### src/rtl/muldiv_pkg.sv
// rtl/muldiv_pkg.sv - shared state encoding and latency constants for the multiply/divide engine
package muldiv_pkg;

    localparam int WIDTH_DEFAULT = 32;
    localparam int ITERATIONS    = WIDTH_DEFAULT;
    localparam int MULT_LAT      = ITERATIONS + 1;
    localparam int DIV_LAT       = ITERATIONS + 2;

    typedef enum logic [2:0] {
        IDLE = 3'd0,
        MULT = 3'd1,
        DIV  = 3'd2,
        FIX  = 3'd3,
        DONE = 3'd4,
        DZ   = 3'd5
    } state_t;

endpackage

### src/rtl/muldiv_step.sv
// rtl/muldiv_step.sv - one radix-2 Booth step or one restoring-division step (combinational)
module muldiv_step #(
    parameter int WIDTH = 32
) (
    input  logic             div_mode,
    input  logic [WIDTH:0]   acc,
    input  logic [WIDTH-1:0] q,
    input  logic             q_m1,
    input  logic [WIDTH-1:0] m,
    output logic [WIDTH:0]   next_acc,
    output logic [WIDTH-1:0] next_q,
    output logic             next_q_m1
);

    logic [WIDTH:0] m_signed;
    logic [WIDTH:0] booth_sum;
    logic [WIDTH:0] shifted_rem;
    logic [WIDTH:0] trial;

    always_comb begin
        m_signed    = {m[WIDTH-1], m};
        booth_sum   = acc;
        shifted_rem = {acc[WIDTH-1:0], q[WIDTH-1]};
        // Divisor magnitude is unsigned here, so it is zero-extended.
        trial       = shifted_rem - {1'b0, m};
        next_acc    = acc;
        next_q      = q;
        next_q_m1   = 1'b0;

        case ({q[0], q_m1})
            2'b10:   booth_sum = acc - m_signed;
            2'b01:   booth_sum = acc + m_signed;
            default: booth_sum = acc;
        endcase

        if (div_mode) begin
            if (!trial[WIDTH]) begin
                next_acc = trial;
                next_q   = {q[WIDTH-2:0], 1'b1};
            end else begin
                next_acc = shifted_rem;
                next_q   = {q[WIDTH-2:0], 1'b0};
            end
        end else begin
            next_acc  = {booth_sum[WIDTH], booth_sum[WIDTH:1]};
            next_q    = {booth_sum[0], q[WIDTH-1:1]};
            next_q_m1 = q[0];
        end
    end

endmodule

### src/rtl/muldiv_sequencer.sv
// rtl/muldiv_sequencer.sv - iterative signed mult/div engine with its own sequencing FSM
module muldiv_sequencer
    import muldiv_pkg::*;
#(
    parameter int WIDTH = 32,
    parameter int CNT_W = 6
) (
    input  logic             clk,
    input  logic             reset,
    input  logic             mult_start,
    input  logic             div_start,
    input  logic [WIDTH-1:0] op_a,
    input  logic [WIDTH-1:0] op_b,
    output logic             busy,
    output logic             done,
    output logic             divzero,
    output logic [WIDTH-1:0] hi_result,
    output logic [WIDTH-1:0] lo_result
);

    state_t           state, state_next;
    logic [CNT_W-1:0] cnt;
    logic [WIDTH:0]   acc;
    logic [WIDTH-1:0] q;
    logic             q_m1;
    logic [WIDTH-1:0] m;
    logic             neg_quot;
    logic             neg_rem;

    logic [WIDTH:0]   step_acc;
    logic [WIDTH-1:0] step_q;
    logic             step_q_m1;

    logic             a_neg, b_neg;
    logic [WIDTH-1:0] a_abs, b_abs;
    logic             last_step;

    assign a_neg     = op_a[WIDTH-1];
    assign b_neg     = op_b[WIDTH-1];
    assign a_abs     = a_neg ? -op_a : op_a;
    assign b_abs     = b_neg ? -op_b : op_b;
    assign last_step = (cnt == CNT_W'(WIDTH - 1));

    assign busy    = (state != IDLE);
    assign done    = (state == DONE);
    assign divzero = (state == DZ);

    muldiv_step #(.WIDTH(WIDTH)) u_step (
        .div_mode  (state == DIV),
        .acc       (acc),
        .q         (q),
        .q_m1      (q_m1),
        .m         (m),
        .next_acc  (step_acc),
        .next_q    (step_q),
        .next_q_m1 (step_q_m1)
    );

    always_ff @(posedge clk or posedge reset) begin
        if (reset) begin
            state <= IDLE;
        end else begin
            state <= state_next;
        end
    end

    always_comb begin
        state_next = state;
        case (state)
            IDLE: begin
                if (mult_start) begin
                    state_next = MULT;
                end else if (div_start) begin
                    state_next = (op_b == '0) ? DZ : DIV;
                end
            end
            MULT:    if (last_step) state_next = DONE;
            DIV:     if (last_step) state_next = FIX;
            FIX:     state_next = DONE;
            DONE:    state_next = IDLE;
            DZ:      state_next = IDLE;
            default: state_next = IDLE;
        endcase
    end

    // Results are written on the edge entering DONE so they are valid while done is high.
    always_ff @(posedge clk or posedge reset) begin
        if (reset) begin
            cnt       <= '0;
            acc       <= '0;
            q         <= '0;
            q_m1      <= 1'b0;
            m         <= '0;
            neg_quot  <= 1'b0;
            neg_rem   <= 1'b0;
            hi_result <= '0;
            lo_result <= '0;
        end else begin
            case (state)
                IDLE: begin
                    if (mult_start) begin
                        acc  <= '0;
                        q    <= op_b;
                        q_m1 <= 1'b0;
                        m    <= op_a;
                        cnt  <= '0;
                    end else if (div_start && op_b != '0) begin
                        acc      <= '0;
                        q        <= a_abs;
                        q_m1     <= 1'b0;
                        m        <= b_abs;
                        neg_quot <= a_neg ^ b_neg;
                        neg_rem  <= a_neg;
                        cnt      <= '0;
                    end
                end
                MULT, DIV: begin
                    acc  <= step_acc;
                    q    <= step_q;
                    q_m1 <= step_q_m1;
                    cnt  <= cnt + 1'b1;
                    if (state == MULT && last_step) begin
                        hi_result <= step_acc[WIDTH-1:0];
                        lo_result <= step_q;
                    end
                end
                FIX: begin
                    // Truncation toward zero: remainder takes the dividend's sign.
                    lo_result <= neg_quot ? -q : q;
                    hi_result <= neg_rem ? -acc[WIDTH-1:0] : acc[WIDTH-1:0];
                end
                default: ;
            endcase
        end
    end

endmodule

### config.mk
export PLATFORM = sky130hd
export DESIGN_NAME = muldiv_sequencer
export DESIGN_NICKNAME = d
export VERILOG_FILES = /design/src/rtl/muldiv_pkg.sv /design/src/rtl/muldiv_step.sv /design/src/rtl/muldiv_sequencer.sv
export SDC_FILE = /design/constraint.sdc
export NUM_CORES = 1
export LEC_CHECK = 0
export CAP_MARGIN = 0
export CORE_UTILIZATION = 40
export CTS_BUF_LIST = sky130_fd_sc_hd__clkbuf_4 sky130_fd_sc_hd__clkbuf_8
export CTS_CLUSTER_SIZE = 40
export DETAILED_ROUTE_END_ITERATION = 10
export GPL_TIMING_DRIVEN = 0
export PLACE_DENSITY = 0.6
export SLEW_MARGIN = 20
export SYNTH_ARGS = -nofsm -noshare
export SYNTH_HDL_FRONTEND = slang
export SYNTH_HIERARCHICAL = 1
export SYNTH_SLANG_ARGS = --single-unit
### constraint.sdc
create_clock -name clk -period 14.1 [get_ports clk]
set_input_delay 2.115 -clock clk [delete_from_list [all_inputs] [get_ports clk]]
set_output_delay 2.115 -clock clk [all_outputs]
set_load 0.05 [all_outputs]
# [After elaboration in Yosys (flattened, before gate mapping)]
# Cells that the tools add are included.
[totals] ff_bits=173 in_bits=68 output_inout_bits=67 wordCells=82
[op_classes] n_addsub=8 eq_ne=13 mux=34 bitwise_logic=2 reduce_logical=15
[ops] cell="two-way mux 32 bit" count=11
[ops] cell="one-hot mux 32 bit (2 select lines)" count=3
[ops] cell="two-way mux 33 bit" count=4
[ops] cell="one-hot mux 33 bit (2 select lines)" count=2
[ops] cell="negation 32 bit" count=4
[ops] cell="adder 33 bit" count=1
[ops] cell="subtractor 33 x 32 -> 33 bit" count=1
[ops] cell="subtractor 33 bit" count=1
[ops] cell="zero test 32 bit" count=1
[ops] cell="nonzero test 32 bit" count=1
[ops] cell="two-way mux 3 bit" count=5
[ops] cell="two-way mux 6 bit" count=2
[ops] cell="one-hot mux 3 bit (4 select lines)" count=1
[ops] cell="one-hot mux 6 bit (2 select lines)" count=1
[ops] cell="adder 6 x 1 -> 6 bit, second input constant" count=1
[ops] cell="== test 3 x 2 -> 1 bit, second input constant" count=2
[ops] cell="== test 3 bit, second input constant" count=2
[ops] cell="== test 6 x 5 -> 1 bit, second input constant" count=1
[ops] cell="!= test 2 bit, second input constant" count=3
[ops] cell="!= test 3 bit, second input constant" count=2
[ops] cell="AND reduction 2 bit" count=3
[ops] cell="AND reduction 3 bit" count=2
[ops] cell="nonzero test 2 bit" count=3
[ops] cell="two-way mux 1 bit" count=4
[ops] cell="10 further kinds" count=11

# [Logic depth before layout (Yosys ltp)]
[logic_depth] ltp_word=5 depth_mapped=20 mapped_depth_nobuf=20

# [Hierarchy]
# The synthesis kept the hierarchy.
[modules_own_cells] mod="muldiv_sequencer" n_inst=1 cells_each=1275 area_per_inst_um2=10732.8 seq_area_each_um2=4329.2
[modules_own_cells] mod="muldiv_step" n_inst=1 cells_each=793 area_per_inst_um2=5442.7 seq_area_each_um2=0.0

# [Worst setup path before layout]
# OpenSTA, ideal clock, no wires.
[synth_path] path_type="reg2reg" from="reg m[4]" to="reg hi_result[31]" setup_ns=0.139 arrival_ns=4.122 required_ns=13.961 setup_slack_ns=9.840 path_stages_with_launch=21 path_buffers=0 synth_period_minus_slack_ns=4.260 path_cell_list="dfrtp_1 -> nor3_1 -> nand3_1 -> nor4_2 -> a41o_1 -> o21ai_1 -> nor2_1 -> o21ai_1 -> xnor2_1 -> ha_1 -> and2_1 -> a311o_1 -> a211oi_2 -> o311ai_1 -> a211o_1 -> nand2_1 -> mux2i_1 -> xor2_1 -> o211a_1 -> a222oi_1 -> nand3_1"
[synth_via] elab_chain_len=5 word_cells_on_any_way=8 cone_classes="3 x add/sub; 5 x mux"
[synth_lines] item="start, declared" line_no="muldiv_sequencer.sv:26" source="logic [WIDTH-1:0] m;"
[synth_lines] item="start signal, assigned" line_no="muldiv_sequencer.sv:105" source="m <= op_a;"
[synth_lines] item="start signal, assigned" line_no="muldiv_sequencer.sv:111" source="m <= b_abs;"
[synth_lines] item="adder 33 bit (tied with other cells)" line_no="muldiv_step.sv:32" source="2'b01: booth_sum = acc + m_signed;"
[synth_lines] item="one-hot mux 33 bit (2 select lines) / two-way mux 33 bit (equally long branches)" line_no="muldiv_step.sv:30, muldiv_step.sv:37"
[synth_lines] item="two-way mux 33 bit *" line_no="muldiv_step.sv:36" source="if (div_mode) begin"
[synth_lines] item="via step_acc[31]" line_no="muldiv_sequencer.sv:30" source="logic [WIDTH:0] step_acc;"
[synth_lines] item="two-way mux 32 bit *" line_no="muldiv_sequencer.sv:122" source="if (state == MULT && last_step) begin"
[synth_lines] item="one-hot mux 32 bit (2 select lines) *" line_no="muldiv_sequencer.sv:99" source="case (state)"
[synth_lines] item="end signal, assigned" line_no="muldiv_sequencer.sv:123" source="hi_result <= step_acc[WIDTH-1:0];"
[synth_lines] item="end signal, assigned" line_no="muldiv_sequencer.sv:130" source="hi_result <= neg_rem ? -acc[WIDTH-1:0] : acc[WIDTH-1:0];"
[synth_lines] item="end, declared" line_no="muldiv_sequencer.sv:17" source="output logic [WIDTH-1:0] hi_result,"
# The timed path passes the listed nets; every way through them passes the cells marked *. The select of a mux whose other input is x is not followed.
# A chain may end at the register's enable or synchronous reset.

# [Worst setup path in the final report]
[layout_path] from="reg q[31]" to="reg hi_result[7]"
[layout_via] elab_chain_len=5
[layout_lines] item="start, declared" line_no="muldiv_sequencer.sv:24" source="logic [WIDTH-1:0] q;"
[layout_lines] item="start signal, assigned" line_no="muldiv_sequencer.sv:103" source="q <= op_b;"
[layout_lines] item="start signal, assigned" line_no="muldiv_sequencer.sv:109" source="q <= a_abs;"
[layout_lines] item="start signal, assigned" line_no="muldiv_sequencer.sv:119" source="q <= step_q;"
[layout_lines] item="subtractor 33 x 32 -> 33 bit" line_no="muldiv_step.sv:25" source="trial = shifted_rem - {1'b0, m};"
[layout_lines] item="two-way mux 33 bit" line_no="muldiv_step.sv:37" source="if (!trial[WIDTH]) begin"
[layout_lines] item="two-way mux 33 bit" line_no="muldiv_step.sv:36"
[layout_lines] item="via step_acc[7]" line_no="muldiv_sequencer.sv:30"
[layout_lines] item="two-way mux 32 bit" line_no="muldiv_sequencer.sv:122"
[layout_lines] item="one-hot mux 32 bit (2 select lines)" line_no="muldiv_sequencer.sv:99"
# The timed path passes the listed nets, and every way through them passes these cells. The select of a mux whose other input is x is not followed.

==> metrics.cfg <==
[clock_network]
clk_pin_slew_ns=0.09
postCtsHoldBufs=0
cts_buffer_depth=2
cts_tree=yes
cts.sinks=173
clockRootBuffer=clkbuf_8
cts_buffers=17
cts_setup_buffers=0
clock_latency_ns=0.53
htreeDepth=4
cts_resized=0

[synth]
ys_ff_latch=173
yosysMostFrequentCell=nand2_1
async_reset_ff_share_pct=100
yosys_warnings=6
synth_area_um2=16200
synth_cell_types=94
synth_area_leaders=dfrtp_1 (27%), o21ai_0 (6.4%), nand2_1 (6.3%)
synth_ff_type=dfrtp_1
ys_seq_area_share_pct=26.8
synthTopCellsByCount=nand2_1 (271), o21ai_0 (206), dfrtp_1 (173)
synth_edf_count=0
synth_nets=2211
synth.top_cell.area_share_pct=26.8
yosys.area.top_type=dfrtp_1
synth.avg_cell_area_um2=7.82
syn_inst=2068

[grt]
grt_max_degree=101
grt_use_total_pct=35.6
grt_pass1_wl_um=108000
antenna_found_initial=1
overflow=0
grt_pass1_vias=16700

[floorplanning]
num_rows=73
core_area_um2=39800
start_util_pct=40.6
die_area_um2=41200
io_pins=135
dieHeight_um=203
die_w_um=203

[timing]
fin_setup_tns_ns=0
clock_skew_ns=0.0265
slew_headroom_pct=30.3
min_period_over_period_pct=46.1
hold_viol_final=0
hold_ws_ns=0.492
final.min_clock_period_ns=6.50
finalSetupViolCount=0
tightestPinTransition_ns=1.05
maxSlewViolCount=0
rsz0062_at_grt=no
timing.fmax_mhz=154

[cells_and_area]
fin_util_pct=46.8
final_area_um2=18600
drive_gt1_share_pct=5.42
nets=2366
area_growth_pct=15.2
antenna-diode-count=0

[setup_path]
crit_start=q[31]
start_kind=flip-flop
r2r-end=hi_result[7]
worstSetupPathType=reg2reg
reg2reg_from=q[31]
reg2reg_depth=19
worstPathMaxFanout=10
critPathRequiredTime_ns=14.48
r2r_slack_ns=7.60
worstPathArrival_ns=6.88
endpoint=hi_result[7]
critPathCaptureType=flip-flop

[routing]
route.detailed.drc=0
detail_route.vias_per_cell=6.25
drt-initial-drc-count=1783
routed_wl_um=73100
vias=17200
ant_nets=0
dr.pass1.iters=6
wl_per_cell_um=26.5

[min_path]
hp-class=reg2reg

[job]
drv_cap=0

[place]
place_hpwl_um=58300
place_congestion=1.02
place_area_um2=18200
io_buffers=134

[outcome]
status=complete, no violations

-- per-stage QoR --
stage / instances / setup WS, ns
6_report: 2758 / 7.60
5_1_grt: 2758 / 7.44
4_1_cts: 2758 / 7.70
3_5_place_dp: 2729 / 7.73
3_3_place_gp: 2727 / 4.67
2_1_floorplan: 2068 / 7.30
-- registers in the layout, summed over array words and instances, names as in the netlist --
| name | flops |
|---|---|
| cnt | 6 |
| acc | 33 |
| lo_result | 32 |
| neg_quot | 1 |
| state | 3 |
| neg_rem | 1 |
| hi_result | 32 |
| q | 32 |
| q_m1 | 1 |
| m | 32 |
-- cell usage in the layout, fill, tap and decap left out, drive strengths merged, types with 9 or more instances in the layout --
| cell type | n |
|---|---|
| a211oi | 32 |
| a21o | 32 |
| a21oi | 149 |
| a221o | 9 |
| a22oi | 16 |
| a31oi | 35 |
| and2 | 11 |
| and3 | 25 |
| buf | 30 |
| clkbuf | 114 |
| clkdlybuf4s50 | 134 |
| dfrtp | 173 |
| ha | 73 |
| inv | 76 |
| mux2 | 37 |
| mux2i | 53 |
| nand2 | 271 |
| nand2b | 16 |
| nand3 | 38 |
| nand4 | 21 |
| nor2 | 132 |
| nor2b | 11 |
| nor3 | 36 |
| nor4 | 22 |
| o211ai | 34 |
| o21a | 15 |
| o21ai | 222 |
| o21bai | 10 |
| o22ai | 9 |
| o31ai | 33 |
| o41ai | 26 |
| or2 | 10 |
| or3 | 27 |
| or4 | 16 |
| xnor2 | 99 |
| xor2 | 85 |
-- worst max-delay path, stage by stage (launching register included) --
cell and delay (ns):
dfrtp_1 0.50, inv_1 0.14, ha_1 0.26, fa_1 0.40, nand2b_1 0.21, a21oi_1 0.32, o211ai_1 0.32, a211oi_1 0.57
nor2_1 0.17, a31oi_1 0.35, a221o_1 0.23, a21o_1 0.12, ha_1 0.18, clkbuf_1 0.50, clkbuf_1 0.73, o21ai_0 0.39
o211ai_1 0.19, o21ai_0 0.19, a21oi_1 0.44, o21ai_0 0.15
-- routing by layer --
| metal | up-vias | global-route usage, % | part of all wire [%] | wire length (um) |
|---|---|---|---|---|
| li1 | 7863 | - | - | - |
| met3 | 157 | 4.54 | 6.6 | 4840 |
| met5 | - | 0 | 0 | 0 |
| met1 | 8351 | 46.3 | 42 | 30700 |
| met2 | 866 | 58.1 | 46 | 33900 |
| met4 | 0 | 17.2 | 5.0 | 3620 |
-- area by class of cell --
| class | instances | area (um^2) |
|---|---|---|
| fillers | 4084 | 21200 |
| inverters | 76 | 293 |
| clock inverters | 10 | 141 |
| multi-input cells | 1696 | 11100 |
| flip-flops and latches | 173 | 4330 |
| repair buffers | 136 | 1400 |
| well taps | 525 | 657 |
| clock buffers | 19 | 255 |
| plain buffers | 123 | 477 |
-- worst min-delay path by stage --
stage | endpoint | slack (ns) | cells past startpoint | start
after floorplan | m[12] | 0.45 | 2 | m[12]
after global placement | m[12] | 0.47 | 2 | m[12]
after detailed placement | hi_result[6] | 0.48 | 2 | hi_result[6]
after CTS | m[30] | 0.50 | 2 | m[30]
after global routing | hi_result[3] | 0.53 | 2 | hi_result[3]
final | m[12] | 0.49 | 2 | m[12]
-- kinds of logic after synthesis --
group	after synthesis	synth area share, %
multiplexers	90	5.88
AO/OA/AOI/OAI	687	27.3
XOR/XNOR	184	9.96
flip-flops	173	26.8
AND/OR/NAND/NOR	660	19.5
buffers and inverters	199	4.71
adder cells (fa/ha/maj)	75	5.89
Power is not shown: default switching activity piles up to over one toggle a cycle in this logic, so the estimate is an artifact.
